## config.mk

```make
export PLATFORM = sky130hd
export DESIGN_NAME = rsa_xcel_mont_modexp_ctrl
export DESIGN_NICKNAME = d
export VERILOG_FILES = /design/src/rtl/rsa_xcel_mont_modexp_ctrl_pkg.sv /design/src/rtl/rsa_xcel_mont_modexp_ctrl_tracker.sv /design/src/rtl/rsa_xcel_mont_modexp_ctrl.sv
export SDC_FILE = /design/constraint.sdc
export NUM_CORES = 1
export LEC_CHECK = 0
export ABC_CLOCK_PERIOD_IN_PS = 1400
export BUFFER_PORTS_ARGS = -buffer_cell sky130_fd_sc_hd__buf_2
export CAP_MARGIN = 20
export CORE_ASPECT_RATIO = 0.7
export CORE_UTILIZATION = 25
export DETAILED_ROUTE_END_ITERATION = 16
export GPL_ROUTABILITY_DRIVEN = 0
export GPL_TIMING_DRIVEN = 1
export PLACE_DENSITY = 0.58
export REMOVE_ABC_BUFFERS = 1
export SETUP_SLACK_MARGIN = 0.1
export SLEW_MARGIN = 10
export SYNTH_ARGS = -nofsm -noshare
export SYNTH_HDL_FRONTEND = slang
export SYNTH_SLANG_ARGS = --single-unit
```

## constraint.sdc

```tcl
create_clock -name clk -period 1.4 [get_ports clk]
set_input_delay 0.07 -clock clk [delete_from_list [all_inputs] [get_ports clk]]
set_output_delay 0.07 -clock clk [all_outputs]
set_load 0.01 [all_outputs]
```

## src/rtl/rsa_xcel_mont_modexp_ctrl_pkg.sv

```systemverilog
`default_nettype none
// ============================================================================
//  Module   : rsa_xcel_mont_ModExpCtrlPkg (package)
//  Purpose  : Shared types and constants for the Montgomery modular
//             exponentiation controller: controller state encoding and the
//             datapath mux-select values.
//  Ports    : none (package)
//  Revision : 1.0 - initial release
// ============================================================================
package rsa_xcel_mont_ModExpCtrlPkg;

    // Controller states, explicitly encoded on 3 bits.
    typedef enum logic [2:0] {
        ST_IDLE  = 3'd0,
        ST_CHECK = 3'd1,
        ST_ISSUE = 3'd2,
        ST_WAIT  = 3'd3,
        ST_DONE  = 3'd4
    } ctrl_state_t;

    // Datapath register input selects: load from the request stream, or
    // update from the datapath itself (e >> 1, MulRem products).
    localparam logic SEL_LOAD = 1'b0;
    localparam logic SEL_UPD  = 1'b1;

endpackage
`default_nettype wire

```

## src/rtl/rsa_xcel_mont_modexp_ctrl_tracker.sv

```systemverilog
`default_nettype none
// ============================================================================
//  Module   : rsa_xcel_mont_MulRemTracker
//  Purpose  : Per-unit handshake tracker for one MulRem unit. Issues one
//             request per loop iteration when the unit is needed, then
//             accepts exactly one product for that request.
//  Ports    : clk, reset    - clock, synchronous active-high reset
//             need          - this unit takes part in the current iteration
//             start         - controller is in the issue phase
//             wait_en       - controller is in the wait phase
//             clear         - iteration finished; forget issued/captured
//             i_rdy, o_val  - request-ready / product-valid from the unit
//             i_val, o_rdy  - request-valid / product-ready to the unit
//             capture       - product accepted this cycle (load the register)
//             issue_ok      - nothing left to issue (incl. a fire this cycle)
//             done          - nothing left to capture (incl. a capture now)
//  Revision : 1.0 - initial release
// ============================================================================
module rsa_xcel_mont_MulRemTracker (
    input  logic clk,
    input  logic reset,
    input  logic need,
    input  logic start,
    input  logic wait_en,
    input  logic clear,
    input  logic i_rdy,
    input  logic o_val,
    output logic i_val,
    output logic o_rdy,
    output logic capture,
    output logic issue_ok,
    output logic done
);

    logic r_issued;
    logic r_captured;
    logic w_fire;

    always_comb begin
        i_val    = start & need & ~r_issued;
        w_fire   = i_val & i_rdy;
        issue_ok = ~need | r_issued | w_fire;
        // Only a unit we actually issued to is offered o_rdy, so a stray
        // o_val from an idle unit is never consumed.
        o_rdy    = wait_en & r_issued & ~r_captured;
        capture  = o_rdy & o_val;
        done     = ~r_issued | r_captured | capture;
    end

    always_ff @(posedge clk) begin
        if (reset || clear) begin
            r_issued   <= 1'b0;
            r_captured <= 1'b0;
        end else begin
            if (w_fire) begin
                r_issued <= 1'b1;
            end
            if (capture) begin
                r_captured <= 1'b1;
            end
        end
    end

endmodule
`default_nettype wire

```

## src/rtl/rsa_xcel_mont_modexp_ctrl.sv

```systemverilog
`default_nettype none
// ============================================================================
//  Module   : rsa_xcel_mont_modexp_ctrl
//  Purpose  : Control unit for the Montgomery modular-exponentiation datapath.
//             Right-to-left square-and-multiply: load b/e/n/r, then per
//             exponent bit r = r*b (if bit set), b = b*b (unless last bit),
//             e >>= 1. The r and b MulRem units run concurrently with
//             independent val/rdy handshakes.
//  Ports    : clk, reset                 - clock, sync active-high reset
//             istream_val/rdy            - operand load handshake
//             ostream_val/rdy            - result handshake
//             e/r/b_mux_sel              - 0 = load input, 1 = update
//             e/r/b/n_reg_en             - datapath register enables
//             r/b_mulrem_i_val/i_rdy     - MulRem request handshakes
//             r/b_mulrem_o_val/o_rdy     - MulRem product handshakes
//             e_reg_out                  - current exponent
//  Revision : 1.0 - initial release
// ============================================================================
module rsa_xcel_mont_modexp_ctrl
    import rsa_xcel_mont_ModExpCtrlPkg::*;
#(
    parameter int p_nbits = 32
) (
    input  logic               clk,
    input  logic               reset,
    input  logic               istream_val,
    output logic               istream_rdy,
    output logic               ostream_val,
    input  logic               ostream_rdy,
    output logic               e_mux_sel,
    output logic               r_mux_sel,
    output logic               b_mux_sel,
    output logic               e_reg_en,
    output logic               r_reg_en,
    output logic               b_reg_en,
    output logic               n_reg_en,
    output logic               r_mulrem_i_val,
    output logic               r_mulrem_o_rdy,
    output logic               b_mulrem_i_val,
    output logic               b_mulrem_o_rdy,
    input  logic [p_nbits-1:0] e_reg_out,
    input  logic               r_mulrem_i_rdy,
    input  logic               r_mulrem_o_val,
    input  logic               b_mulrem_i_rdy,
    input  logic               b_mulrem_o_val
);

    ctrl_state_t r_state;
    logic        r_need_rmul;
    logic        r_need_bmul;

    logic w_in_issue;
    logic w_in_wait;
    logic w_all_issued;
    logic w_all_done;
    logic w_clear;

    logic w_rmul_i_val, w_rmul_o_rdy, w_rmul_capture, w_rmul_issue_ok, w_rmul_done;
    logic w_bmul_i_val, w_bmul_o_rdy, w_bmul_capture, w_bmul_issue_ok, w_bmul_done;

    assign w_in_issue   = (r_state == ST_ISSUE);
    assign w_in_wait    = (r_state == ST_WAIT);
    assign w_all_issued = w_rmul_issue_ok & w_bmul_issue_ok;
    assign w_all_done   = w_rmul_done & w_bmul_done;
    assign w_clear      = w_in_wait & w_all_done;

    rsa_xcel_mont_MulRemTracker u_rmul_trk (
        .clk      (clk),
        .reset    (reset),
        .need     (r_need_rmul),
        .start    (w_in_issue),
        .wait_en  (w_in_wait),
        .clear    (w_clear),
        .i_rdy    (r_mulrem_i_rdy),
        .o_val    (r_mulrem_o_val),
        .i_val    (w_rmul_i_val),
        .o_rdy    (w_rmul_o_rdy),
        .capture  (w_rmul_capture),
        .issue_ok (w_rmul_issue_ok),
        .done     (w_rmul_done)
    );

    rsa_xcel_mont_MulRemTracker u_bmul_trk (
        .clk      (clk),
        .reset    (reset),
        .need     (r_need_bmul),
        .start    (w_in_issue),
        .wait_en  (w_in_wait),
        .clear    (w_clear),
        .i_rdy    (b_mulrem_i_rdy),
        .o_val    (b_mulrem_o_val),
        .i_val    (w_bmul_i_val),
        .o_rdy    (w_bmul_o_rdy),
        .capture  (w_bmul_capture),
        .issue_ok (w_bmul_issue_ok),
        .done     (w_bmul_done)
    );

    // State and per-iteration "needed" flags.
    always_ff @(posedge clk) begin
        if (reset) begin
            r_state     <= ST_IDLE;
            r_need_rmul <= 1'b0;
            r_need_bmul <= 1'b0;
        end else begin
            unique case (r_state)
                ST_IDLE: begin
                    if (istream_val) begin
                        r_state <= ST_CHECK;
                    end
                end
                ST_CHECK: begin
                    if (e_reg_out == '0) begin
                        r_state <= ST_DONE;
                    end else begin
                        r_need_rmul <= e_reg_out[0];
                        // The square on the last bit would never be used.
                        r_need_bmul <= (e_reg_out != p_nbits'(1));
                        r_state     <= ST_ISSUE;
                    end
                end
                ST_ISSUE: begin
                    if (w_all_issued) begin
                        r_state <= ST_WAIT;
                    end
                end
                ST_WAIT: begin
                    if (w_all_done) begin
                        r_state <= ST_CHECK;
                    end
                end
                ST_DONE: begin
                    if (ostream_rdy) begin
                        r_state <= ST_IDLE;
                    end
                end
                default: begin
                    r_state <= ST_IDLE;
                end
            endcase
        end
    end

    // Outputs decode from registered state/flags; the register enables also
    // follow the handshake that loads them. ostream_val depends on state only,
    // so ostream_rdy has no combinational path to it. Everything is forced
    // low while reset is held.
    always_comb begin
        istream_rdy    = 1'b0;
        ostream_val    = 1'b0;
        e_mux_sel      = SEL_LOAD;
        r_mux_sel      = SEL_LOAD;
        b_mux_sel      = SEL_LOAD;
        e_reg_en       = 1'b0;
        r_reg_en       = 1'b0;
        b_reg_en       = 1'b0;
        n_reg_en       = 1'b0;
        r_mulrem_i_val = w_rmul_i_val;
        r_mulrem_o_rdy = w_rmul_o_rdy;
        b_mulrem_i_val = w_bmul_i_val;
        b_mulrem_o_rdy = w_bmul_o_rdy;

        unique case (r_state)
            ST_IDLE: begin
                istream_rdy = 1'b1;
                if (istream_val) begin
                    e_reg_en = 1'b1;
                    r_reg_en = 1'b1;
                    b_reg_en = 1'b1;
                    n_reg_en = 1'b1;
                end
            end
            ST_WAIT: begin
                if (w_rmul_capture) begin
                    r_reg_en  = 1'b1;
                    r_mux_sel = SEL_UPD;
                end
                if (w_bmul_capture) begin
                    b_reg_en  = 1'b1;
                    b_mux_sel = SEL_UPD;
                end
                if (w_all_done) begin
                    e_reg_en  = 1'b1;
                    e_mux_sel = SEL_UPD;
                end
            end
            ST_DONE: begin
                ostream_val = 1'b1;
            end
            default: begin
            end
        endcase

        if (reset) begin
            istream_rdy    = 1'b0;
            ostream_val    = 1'b0;
            e_mux_sel      = SEL_LOAD;
            r_mux_sel      = SEL_LOAD;
            b_mux_sel      = SEL_LOAD;
            e_reg_en       = 1'b0;
            r_reg_en       = 1'b0;
            b_reg_en       = 1'b0;
            n_reg_en       = 1'b0;
            r_mulrem_i_val = 1'b0;
            r_mulrem_o_rdy = 1'b0;
            b_mulrem_i_val = 1'b0;
            b_mulrem_o_rdy = 1'b0;
        end
    end

endmodule
`default_nettype wire
```

# After elaboration in Yosys (flattened, before gate mapping)
# Cells that the tools add are included.
dict set report op_classes {
  n_reduce_logical 5
  bitwise 30
  eq_ne 9
  muxes 32
}
# op count
set op_table {}
lappend op_table {{32-bit zero test} 1}
lappend op_table {{32-bit by 1-bit != test with 1-bit output (second input constant)} 1}
lappend op_table {{1-bit two-way mux} 23}
lappend op_table {{1-bit AND} 15}
lappend op_table {{3-bit two-way mux} 5}
lappend op_table {{3-bit one-hot mux with 5 select lines} 1}
lappend op_table {{2-bit != test (second input constant)} 4}
lappend op_table {{1-bit OR} 8}
lappend op_table {{1-bit NOT} 7}
lappend op_table {{3-bit by 2-bit equality test with 1-bit output (second input constant)} 2}
lappend op_table {{1-bit one-hot mux with 2 select lines} 3}
lappend op_table {{4-bit AND reduction} 1}
lappend op_table {{3-bit by 1-bit equality test with 1-bit output (second input constant)} 1}
lappend op_table {{3-bit equality test (second input constant)} 1}
lappend op_table {{3-bit zero test} 1}
lappend op_table {{2-bit AND reduction} 1}
lappend op_table {{1-bit logical OR} 1}
dict set report word_totals {
  input_bits 40
  wordCells 83
  reg_bits 9
  output_inout_bits 13
}

# Longest topological paths before layout
# Gate-level depths: netlist of run 1.
dict set report logic_depth {
  ltp_word 9
  mapped_depth 5
  depth_no_buf 4
}

# Hierarchy
# A second synthesis of run 1 with hierarchy kept.
dict set report hier_totals {
  hier_cells 86
  hier_area_um2 683.2
}
# module seq_area_each_um2 n_inst cells_per_inst area_each_um2
set modules_own_cells {}
lappend modules_own_cells {rsa_xcel_mont_modexp_ctrl 100.1 1 60 437.9}
lappend modules_own_cells {rsa_xcel_mont_MulRemTracker 40.0 2 13 122.6}

# Worst setup path after synthesis of run 1
# No wires, ideal clock.
dict set report synth_timing {
  path_type {register to output}
  from {register r_state[1]}
  to {output b_reg_en}
  n_path_buf 1
  path_stages_with_launch 6
  slack_ns -0.110
  arrival_ns 1.440
  t_required_ns 1.330
  path_cell_list {dfxtp_1 clkbuf_1 nand3b_1 nor3_1 and2_1 or2_1}
}
dict set report synth_between {
  elab_chain_cells 7
  elab_cells_between_ends 8
  cone_classes {eq/ne: 1; mux: 3; bitwise: 3; reduce/logical: 1}
}
# element line
set synth_lines {}
lappend synth_lines {{from (decl)} rsa_xcel_mont_modexp_ctrl.sv:48} ;# ctrl_state_t r_state;
lappend synth_lines {{from (signal assigned)} rsa_xcel_mont_modexp_ctrl.sv:102} ;# r_state <= ST_IDLE;
lappend synth_lines {{from (signal assigned)} rsa_xcel_mont_modexp_ctrl.sv:109} ;# r_state <= ST_CHECK;
lappend synth_lines {{from (signal assigned)} rsa_xcel_mont_modexp_ctrl.sv:114} ;# r_state <= ST_DONE;
lappend synth_lines {{3-bit by 2-bit equality test with 1-bit output} {rsa_xcel_mont_modexp_ctrl.sv:62, rsa_xcel_mont_modexp_ctrl.sv:163}}
lappend synth_lines {{1-bit AND (2 in a row)} rsa_xcel_mont_modexp_ctrl_tracker.sv:45} ;# o_rdy = wait_en & r_issued & ~r_captured;
lappend synth_lines {{1-bit AND} rsa_xcel_mont_modexp_ctrl_tracker.sv:46} ;# capture = o_rdy & o_val;
lappend synth_lines {{1-bit two-way mux} rsa_xcel_mont_modexp_ctrl.sv:178} ;# if (w_bmul_capture) begin
lappend synth_lines {{1-bit one-hot mux with 2 select lines (*)} rsa_xcel_mont_modexp_ctrl.sv:163} ;# unique case (r_state)
lappend synth_lines {{1-bit two-way mux (*)} rsa_xcel_mont_modexp_ctrl.sv:194} ;# if (reset) begin
lappend synth_lines {{to (decl)} rsa_xcel_mont_modexp_ctrl.sv:35} ;# output logic b_reg_en,
# Mark *: on every way between the ends. The rest lies on a longest branch, timed or not.

# Worst setup path in the final report of run 1
dict set report layout_timing {
  from {register r_state[2]}
  to {output r_reg_en}
}
dict set report layout_between {
  elab_chain_cells 7
  elab_cells_between_ends 8
  cone_classes {eq/ne: 1; mux: 3; bitwise: 3; reduce/logical: 1}
}
# element line
set layout_lines {}
lappend layout_lines {{3-bit by 2-bit equality test with 1-bit output} {rsa_xcel_mont_modexp_ctrl.sv:62, rsa_xcel_mont_modexp_ctrl.sv:163}}
lappend layout_lines {{1-bit AND (2 in a row)} rsa_xcel_mont_modexp_ctrl_tracker.sv:45}
lappend layout_lines {{1-bit AND} rsa_xcel_mont_modexp_ctrl_tracker.sv:46}
lappend layout_lines {{1-bit two-way mux} rsa_xcel_mont_modexp_ctrl.sv:174} ;# if (w_rmul_capture) begin
lappend layout_lines {{1-bit one-hot mux with 2 select lines (*)} rsa_xcel_mont_modexp_ctrl.sv:163}
lappend layout_lines {{1-bit two-way mux (*)} rsa_xcel_mont_modexp_ctrl.sv:194}
lappend layout_lines {{to (decl)} rsa_xcel_mont_modexp_ctrl.sv:34} ;# output logic r_reg_en,
# Marks and branches as above.

==> results.py, run 1 <==
metrics = {
    "worst_setup_path": {
        "cp.arrival_ns": 1.44,
        "ff2ff_setup_slack_ns": -0.01,
        "rr_worst_depth": 6,
        "end_kind": "primary output",
        "required_ns": 1.33,
        "cp_slowest_cell": "dfxtp_2",
        "cp_cell_sequence": "buf_6, nand3b_1, nor3_2, and2_1, or2_1, buf_2",
        "cpPeakStageDelay_ns": 0.33,
        "cp_max_fo": 5,
        "critPathLaunchType": "flip-flop",
        "rr_endpoint": "r_state[2]",
        "worstPathBufferInverterCount": 2,
        "cp_top_family": "simple AND/OR/NAND/NOR gates",
        "worstReg2RegStart": "r_state[2]",
        "critical_path_class": "flip-flop to primary output",
    },
    "floorplan": {
        "dieWidth_um": 62.5,
        "fp-row-count": 14,
        "die_y_um": 44.4,
        "dieArea_mm2": 0.00277,
        "io_pins": 53,
        "core_area_mm2": 0.00228,
        "start_util_pct": 28.1,
    },
    "route": {
        "route.final.wire_length_um": 2320,
        "num_vias": 873,
        "ant_nets": 0,
        "dr.pass1.iters": 4,
        "wl_per_cell_um": 13.7,
        "drc": 0,
        "first_iter_violations": 27,
        "vias_per_cell": 5.17,
    },
    "place": {
        "io_buffers": 52,
        "dp_slack_ns": -0.0333,
        "hpwl_um": 1830,
    },
    "layout": {
        "fin_util_pct": 48.4,
        "syn_to_final_growth_pct": 72.1,
        "final_common_cell": "buf_2",
        "drive_gt1_share_pct": 61.3,
        "antenna_cells": 0,
        "nets": 178,
        "layout_common_cells": "buf_2, buf_4, nor2_1, dfxtp_1, nor3_1",
    },
    "grt": {
        "antenna_found_initial": 0,
        "gr-total-overflow": 0,
        "grt_pass1_vias": 845,
        "grt_pass1_wl_um": 3620,
        "track_usage_pct": 17.7,
        "grt_max_degree": 12,
    },
    "pwr": {
        "comb_power_share_pct": 35.4,
        "p_leak_nw": 0.506,
        "peakVddDrop_mv": 0.262,
        "report.power.total_mw": 0.860,
        "cellPowerDensity_mw_per_mm2": 780,
        "seqPwrFrac_pct": 40.1,
        "p_int_mw": 0.562,
        "power_frac_clock_pct": 24.5,
        "p_switching_mw": 0.297,
        "p_sw_share_pct": 34.6,
    },
    "outcome": {
        "violations": "negative setup slack",
        "status": "finished with violations",
    },
    "timing": {
        "rsz0062_at_grt": "yes",
        "tightest_slew_ns": 0.348,
        "hold_violations": 0,
        "clock-skew-final_ns": 0.00286,
        "fin_crit_ns": 1.51,
        "layout_setup_ws_ns": -0.110,
        "drv_slew": 0,
        "max_freq_mhz": 662,
        "slew_headroom_pct": 76.2,
        "timing.final.crit_share_pct": 108,
        "final.setup.tns_ns": -0.231,
        "setup_violations": 7,
    },
    "synth": {
        "synth-seq-cells": 9,
        "synth.distinct_cells": 32,
        "synth_warnings": 0,
        "syn_avg_cell_area_um2": 8.54,
        "syn-cell-area_um2": 641,
        "postSynthCellCount": 75,
        "seq_area_frac_synth_pct": 28.1,
    },
    "hold_path": {
        "hp-class": "input port to flip-flop",
        "worstHoldPathCells": 3,
        "whs_endpoint": "u_bmul_trk.r_issued",
        "min-delay-start": "b_mulrem_i_rdy",
    },
    "clock_tree": {
        "hold_buffers": 0,
        "insertion_delay_ns": 0.27,
        "cts_buffer_depth": 2,
        "path_clk_slew_ns": 0.06,
        "numCtsBuffers": 3,
        "cts_tree": "done",
        "htree_levels": 1,
        "cts_sinks": 9,
        "root_buffer": "clkbuf_4",
    },
    "job": {
        "cap_violations": 0,
    },
}
[tightest hold or removal path, cell delays in order]
cell and delay (ns):
buf_2 0.09, a31oi_1 0.07, nor2_1 0.07
[sequential cells by signal, indices dropped and copies added, names as in the netlist]
register / cells
r_need_rmul: 1
u_rmul_trk.r_captured: 1
u_rmul_trk.r_issued: 1
r_need_bmul: 1
u_bmul_trk.r_captured: 1
r_state: 3
u_bmul_trk.r_issued: 1
[final cells by class]
type / instances / area [um^2]
clock buffer: 4 / 26.3
fill: 224 / 1170
inverter: 2 / 7.51
multi-input combinational: 60 / 490
sequential: 9 / 189
tap: 32 / 40.0
timing repair buffer: 62 / 349
[metrics by stage]
step,instance area [um^2],hold WS (ns),instances
4_1_cts,1070,0.0637,167
5_1_grt,1100,0.0743,169
3_3_place_gp,962,0.349,160
2_1_floorplan,624,0.138,71
6_report,1100,0.0648,169
3_5_place_dp,962,0.342,160
[what timing repair did]
action | 4_1_cts | 5_1_grt
setup endpoints to repair | 20 | 18
pin swaps | 5 | 2
resized for setup | 12 | 5
setup buffers | 3 | 2
[kinds of logic after synthesis]
logic type,after synthesis,share of synthesized area (%)
AO/OA/AOI/OAI,14,17.2
buffers and inverters,6,3.71
AND/OR/NAND/NOR,46,51.0
flip-flops,9,28.1
[routing by layer]
| metal | vias up | routed length, um | track usage, % |
|---|---|---|---|
| met1 | 400 | 1010 | 20.7 |
| met2 | 48 | 1030 | 27.8 |
| met4 | 0 | 110 | 15.8 |
| met5 | - | 0 | 0 |
| li1 | 415 | - | - |
| met3 | 10 | 178 | 4.12 |
[worst max-delay path by stage]
stage                  start     endpoint  depth (start not counted)  slack [ns]
6_report          r_state[2]     r_reg_en                          6       -0.11
3_3_place_gp   e_reg_out[22]  r_need_bmul                          5       0.007
4_1_cts           r_state[2]     b_reg_en                          6       -0.08
2_1_floorplan     r_state[1]     b_reg_en                          4        0.01
3_5_place_dp   e_reg_out[22]  r_need_bmul                          5       -0.03
5_1_grt           r_state[2]     r_reg_en                          6       -0.19
[synth_stat cells]
cell | number | area (um^2)
inv_2 | 1 | 3.75
nand2_1 | 4 | 15.0
clkbuf_1 | 3 | 11.3
nor4_2 | 1 | 12.5
nor2_1 | 6 | 22.5
nor3_1 | 8 | 40.0
and4_1 | 1 | 8.76
and2_1 | 3 | 18.8
a32o_1 | 1 | 10.0
a31oi_1 | 4 | 25.0
o21ai_1 | 1 | 5.00
a2111oi_0 | 1 | 8.76
o22ai_1 | 1 | 6.26
or2_1 | 2 | 12.5
dfxtp_1 | 9 | 180
a21oi_1 | 1 | 5.00
nor4_4 | 2 | 42.5
nand3b_1 | 1 | 7.51
nand4bb_1 | 2 | 22.5
nand2b_1 | 3 | 18.8
or4_4 | 1 | 11.3
nor2b_1 | 2 | 12.5
nor4_1 | 5 | 31.3
nor3b_2 | 1 | 12.5
clkinv_1 | 1 | 3.75
nor3b_1 | 1 | 7.51
and3b_1 | 2 | 17.5
nand4_2 | 1 | 12.5
o221ai_1 | 2 | 17.5
a22o_1 | 2 | 17.5
a311oi_2 | 1 | 15.0
buf_2 | 1 | 5.00
[power by group through the flow]
| stage | registers [mW] | logic [mW] | clock network, mW |
|---|---|---|---|
| after floorplan | 0.319 | 0.135 | 0 |
| after CTS | 0.340 | 0.281 | 0.215 |
| after global routing | 0.351 | 0.330 | 0.229 |
| final | 0.344 | 0.304 | 0.211 |
| after global placement | 0.330 | 0.258 | 0 |
| after detailed placement | 0.332 | 0.266 | 0 |
Note: power is estimated with default switching activity, not from simulation.
==> run 2, diff against run 1 <==
--- a/config.mk
+++ b/config.mk
@@ -5,7 +5,7 @@
 export SDC_FILE = /design/constraint.sdc
 export NUM_CORES = 1
 export LEC_CHECK = 0
-export ABC_CLOCK_PERIOD_IN_PS = 1400
+export ABC_CLOCK_PERIOD_IN_PS = 1200
 export BUFFER_PORTS_ARGS = -buffer_cell sky130_fd_sc_hd__buf_2
 export CAP_MARGIN = 20
 export CORE_ASPECT_RATIO = 0.7
@@ -13,7 +13,7 @@
 export DETAILED_ROUTE_END_ITERATION = 16
 export GPL_ROUTABILITY_DRIVEN = 0
 export GPL_TIMING_DRIVEN = 1
-export PLACE_DENSITY = 0.58
+export PLACE_DENSITY = 0.6
 export REMOVE_ABC_BUFFERS = 1
 export SETUP_SLACK_MARGIN = 0.1
 export SLEW_MARGIN = 10
==> constraint.sdc (replaced) <==
create_clock -name clk -period 1.2 [get_ports clk]
set_input_delay 0.06 -clock clk [delete_from_list [all_inputs] [get_ports clk]]
set_output_delay 0.06 -clock clk [all_outputs]
set_load 0.01 [all_outputs]
==> results.py, run 2 (synthesis results as in run 1) <==
metrics = {
    "worst_setup_path": {
        "cp_max_fo": 7,
        "cp-startpoint": "r_state[2]",
        "worstPathBufferInverterCount": 2,
        "critPathLaunchType": "flip-flop",
        "cp.arrival_ns": 1.46,
        "path_depth": 6,
        "crit_end": "r_reg_en",
        "cpPeakStageDelay_ns": 0.32,
        "cp_cell_sequence": "buf_6, nand3b_1, nor3_2, and2_4, or2_1, buf_2",
        "critical_path_class": "flip-flop to primary output",
        "cp_slowest_cell": "dfxtp_2",
        "rr_worst_depth": 6,
        "cp_top_family": "simple AND/OR/NAND/NOR gates",
        "required_ns": 1.14,
        "ff2ff_setup_slack_ns": -0.15,
        "worstReg2RegStart": "r_state[2]",
        "rr_endpoint": "r_state[2]",
        "end_kind": "primary output",
    },
    "layout": {
        "final_common_cell": "buf_2",
        "fill_cells": 216,
        "regMostFlops": "r_state",
        "layout_common_cells": "buf_2, buf_4, buf_6",
        "seqCellArea_um2": 189,
        "nets": 190,
        "final_area_mm2": 0.00126,
        "antenna_cells": 0,
        "syn_to_final_growth_pct": 97.1,
        "fin_util_pct": 55.4,
        "multiInputGateArea_um2": 524,
        "drive_gt1_share_pct": 71.1,
        "largest_reg_flops": 3,
    },
    "clock_tree": {
        "insertion_delay_ns": 0.27,
        "hold_buffers": 0,
        "root_buffer": "clkbuf_4",
        "cts_tree": "done",
        "htree_levels": 1,
        "cts_buffer_depth": 2,
        "numCtsBuffers": 3,
        "cts_sinks": 9,
        "path_clk_slew_ns": 0.07,
    },
    "route": {
        "first_iter_violations": 22,
        "num_vias": 907,
        "vias_per_cell": 5.01,
        "route.final.wire_length_um": 2510,
        "dr.pass1.iters": 4,
        "wl_per_cell_um": 13.9,
        "drc": 0,
        "ant_nets": 0,
    },
    "timing": {
        "fin_crit_ns": 1.52,
        "whs_ns": 0.0725,
        "slew_headroom_pct": 79.4,
        "tightest_slew_ns": 0.307,
        "timing.final.crit_share_pct": 126,
        "layout_setup_ws_ns": -0.315,
        "rsz0062_at_grt": "yes",
        "final.setup.tns_ns": -3.03,
        "max_freq_mhz": 660,
        "hold_violations": 0,
        "drv_slew": 0,
        "clock-skew-final_ns": 0.00225,
        "setup_violations": 17,
    },
    "grt": {
        "gr-total-overflow": 0,
        "grt_pass1_wl_um": 3970,
        "antenna_found_initial": 0,
        "grt_max_degree": 11,
        "grt_pass1_vias": 891,
        "track_usage_pct": 18.8,
    },
    "outcome": {
        "violations": "negative setup slack",
        "status": "finished with violations",
    },
    "job": {
        "cap_violations": 0,
    },
    "pwr": {
        "power_frac_clock_pct": 21.1,
        "peakVddDrop_mv": 0.314,
        "cellPowerDensity_mw_per_mm2": 929,
        "p_switching_mw": 0.393,
        "p_leak_nw": 0.583,
        "comb_power_share_pct": 45.5,
        "p_sw_share_pct": 33.5,
        "p_int_mw": 0.780,
        "seqPwrFrac_pct": 33.3,
        "report.power.total_mw": 1.17,
    },
    "place": {
        "io_buffers": 52,
        "hpwl_um": 1830,
        "place_area_mm2": 0.00103,
    },
    "hold_path": {
        "hp-class": "input port to flip-flop",
    },
    "floorplan": {
        "dieWidth_um": 62.5,
        "die_y_um": 44.4,
        "start_util_pct": 28.1,
        "core_area_mm2": 0.00228,
        "dieArea_mm2": 0.00277,
        "fp-row-count": 14,
        "io_pins": 53,
    },
}
==> run 2: how the worst min path moves through the flow <==
stage / from / end / slack [ns] / cells past startpoint
6_report: b_mulrem_i_rdy / u_bmul_trk.r_issued / 0.07 / 3
5_1_grt: b_mulrem_i_rdy / u_bmul_trk.r_issued / 0.11 / 3
4_1_cts: b_mulrem_i_rdy / u_bmul_trk.r_issued / 0.08 / 3
3_5_place_dp: b_mulrem_i_rdy / u_bmul_trk.r_issued / 0.34 / 3
3_3_place_gp: b_mulrem_i_rdy / u_bmul_trk.r_issued / 0.33 / 3
2_1_floorplan: reset / r_need_rmul / 0.13 / 1
==> run 2: power by group through the flow <==
stage	clock network (mW)	registers, mW	logic, mW
6_report	0.248	0.391	0.534
5_1_grt	0.268	0.394	0.573
4_1_cts	0.247	0.380	0.478
3_5_place_dp	0	0.376	0.399
3_3_place_gp	0	0.375	0.385
2_1_floorplan	0	0.373	0.157
==> run 2: worst register-to-register path, cell delays in order (launching register included) <==
cell      delay (ns)
dfxtp_2         0.32
buf_6           0.12
buf_4           0.13
nor3b_4         0.27
and2_4          0.20
nand2b_1        0.05
o22ai_1         0.15
==> run 2: metrics by stage <==
stage | instances | worst slack, ns
2_1_floorplan | 71 | -0.180
3_3_place_gp | 167 | -0.253
3_5_place_dp | 167 | -0.228
4_1_cts | 177 | -0.293
5_1_grt | 181 | -0.391
6_report | 181 | -0.315
==> run 2: timing repair <==
action | CTS | global route
setup buffers | 7 | 5
setup endpoints to repair | 22 | 22
gates cloned | 0 | 0
pin swaps | 18 | 8
gates resized for setup | 19 | 15
==> run 2: cell type report <==
class	count	share of cell area (%)
repair buffers	74	37.6
well taps	32	3.17
clock buffers	4	2.08
inverters	2	0.694
multi-input cells	60	41.5
flip-flops and latches	9	15.0
==> run 2: routing by layer <==
layer  GRT usage [%]  vias to the layer above  wire [um]
met4            6.51                        0         35
met2            35.4                       34       1280
met3            5.41                        4        119
met5               0                        -          0
met1            20.8                      428       1080
li1                -                      441          -
==> run 3, diff against run 2 <==
--- a/config.mk
+++ b/config.mk
@@ -6,7 +6,7 @@
 export NUM_CORES = 1
 export LEC_CHECK = 0
 export ABC_CLOCK_PERIOD_IN_PS = 1200
-export BUFFER_PORTS_ARGS = -buffer_cell sky130_fd_sc_hd__buf_2
+export BUFFER_PORTS_ARGS = -buffer_cell sky130_fd_sc_hd__clkbuf_2
 export CAP_MARGIN = 20
 export CORE_ASPECT_RATIO = 0.7
 export CORE_UTILIZATION = 25
==> results.py, run 3 (synthesis results as in run 1) <==
metrics = {
    "clock_tree": {
        "cts_tree": "done",
        "cts_sinks": 9,
        "numCtsBuffers": 3,
        "path_clk_slew_ns": 0.07,
        "hold_buffers": 0,
        "cts_buffer_depth": 2,
        "root_buffer": "clkbuf_4",
        "htree_levels": 1,
        "insertion_delay_ns": 0.27,
    },
    "timing": {
        "timing.final.crit_share_pct": 126,
        "slew_headroom_pct": 79.6,
        "setup_violations": 22,
        "tightest_slew_ns": 0.306,
        "hold_violations": 0,
        "clock-skew-final_ns": 0.00574,
        "whs_ns": 0.0944,
        "rsz0062_at_grt": "yes",
        "max_freq_mhz": 663,
        "fin_crit_ns": 1.51,
        "layout_setup_ws_ns": -0.309,
        "drv_slew": 0,
    },
    "layout": {
        "regMostFlops": "r_state",
        "antenna_cells": 0,
        "largest_reg_flops": 3,
        "layout_common_cells": "clkbuf_2, buf_4, buf_2",
        "nets": 191,
        "syn_to_final_growth_pct": 103,
        "drive_gt1_share_pct": 74.7,
        "final_common_cell": "clkbuf_2",
        "final_area_mm2": 0.00130,
    },
    "worst_setup_path": {
        "rr_worst_depth": 6,
        "path_depth": 6,
        "cpPeakStageDelay_ns": 0.35,
        "worstPathBufferInverterCount": 2,
        "cp_max_fo": 5,
        "cp_cell_sequence": "buf_6, nand3b_1, nor3_2, and2_4, or2_1, buf_2",
        "required_ns": 1.14,
        "ff2ff_setup_slack_ns": -0.24,
        "critical_path_class": "flip-flop to primary output",
        "cp_slowest_cell": "dfxtp_4",
        "cp.arrival_ns": 1.45,
        "end_kind": "primary output",
        "cp_top_family": "simple AND/OR/NAND/NOR gates",
        "critPathLaunchType": "flip-flop",
    },
    "grt": {
        "track_usage_pct": 18.2,
        "grt_max_degree": 11,
        "grt_pass1_vias": 907,
        "gr-total-overflow": 0,
        "antenna_found_initial": 0,
        "grt_pass1_wl_um": 3940,
    },
    "route": {
        "vias_per_cell": 4.99,
        "ant_nets": 0,
        "num_vias": 909,
        "route.final.wire_length_um": 2490,
        "drc": 0,
        "wl_per_cell_um": 13.7,
        "dr.pass1.iters": 5,
        "first_iter_violations": 13,
    },
    "hold_path": {
        "worstHoldPathCells": 3,
        "hp-class": "input port to flip-flop",
    },
    "outcome": {
        "status": "finished with violations",
        "violations": "negative setup slack",
    },
    "floorplan": {
        "dieWidth_um": 62.5,
        "fp-row-count": 14,
        "core_area_mm2": 0.00228,
        "die_y_um": 44.4,
        "dieArea_mm2": 0.00277,
        "start_util_pct": 28.1,
        "io_pins": 53,
    },
    "job": {
        "cap_violations": 0,
    },
    "place": {
        "place_area_mm2": 0.00105,
        "dp_slack_ns": -0.203,
        "hpwl_um": 1860,
        "io_buffers": 52,
    },
    "pwr": {
        "p_leak_nw": 0.606,
        "cellPowerDensity_mw_per_mm2": 902,
        "peakVddDrop_mv": 0.277,
        "report.power.total_mw": 1.17,
    },
}
==> run 3: changes by cell type in the layout (fill, tap and decap cells not counted), sizes merged <==
cell and change:
inv +1, buf -38, clkbuf +39, clkinv -1
==> run 3: worst register-to-register path: stages (launching register included) <==
cell and delay (ns):
dfxtp_4 0.35, buf_6 0.12, buf_4 0.13, buf_6 0.12
nor3b_4 0.25, nand2_1 0.13, a32o_1 0.24
==> run 3: final cells by class <==
type | count | area (um^2)
fill | 202 | 977
timing repair buffer | 75 | 472
sequential | 9 | 191
tap | 32 | 40.0
multi-input combinational | 60 | 563
clock buffer | 4 | 26.3
inverter | 2 | 7.51
==> run 3: path summary, 6_finish.rpt <==
kind / startpoint / to
hold reg to reg: u_rmul_trk.r_captured / u_rmul_trk.r_captured
setup / recovery: r_state[2] / b_reg_en
setup reg to reg: r_state[2] / r_need_bmul
hold / removal: b_mulrem_i_rdy / u_bmul_trk.r_issued
==> run 3: report_power, final <==
part	total, mW	switching (mW)	internal [mW]
registers	0.395	0.0605	0.334
logic	0.523	0.221	0.302
clock network	0.255	0.126	0.129
total	1.17	0.407	0.765
==> run 3: what timing repair did <==
| action | in CTS | in global routing |
|---|---|---|
| pin swaps | 17 | 12 |
| cloned | 0 | 0 |
| setup endpoints to repair | 22 | 22 |
| buffers inserted | 8 | 4 |
| resized for setup | 27 | 24 |
==> run 3: metrics by stage <==
stage | std cells | setup TNS, ns | utilization, %
global placement | 170 | -1.11 | 46.1
detailed placement | 170 | -1.57 | 46.1
CTS | 178 | -3.29 | 53.1
finish | 182 | -4.06 | 57.1
global route | 182 | -5.46 | 57.1
floorplan | 71 | -0.534 | -
==> run 3: per-layer routing <==
metal	vias to the layer above	track usage [%]	share of wire (%)
met4	0	8.84	2.2
li1	448	-	-
met5	-	0	0
met2	40	32.6	51
met1	413	20.9	41
met3	8	4.38	6.3
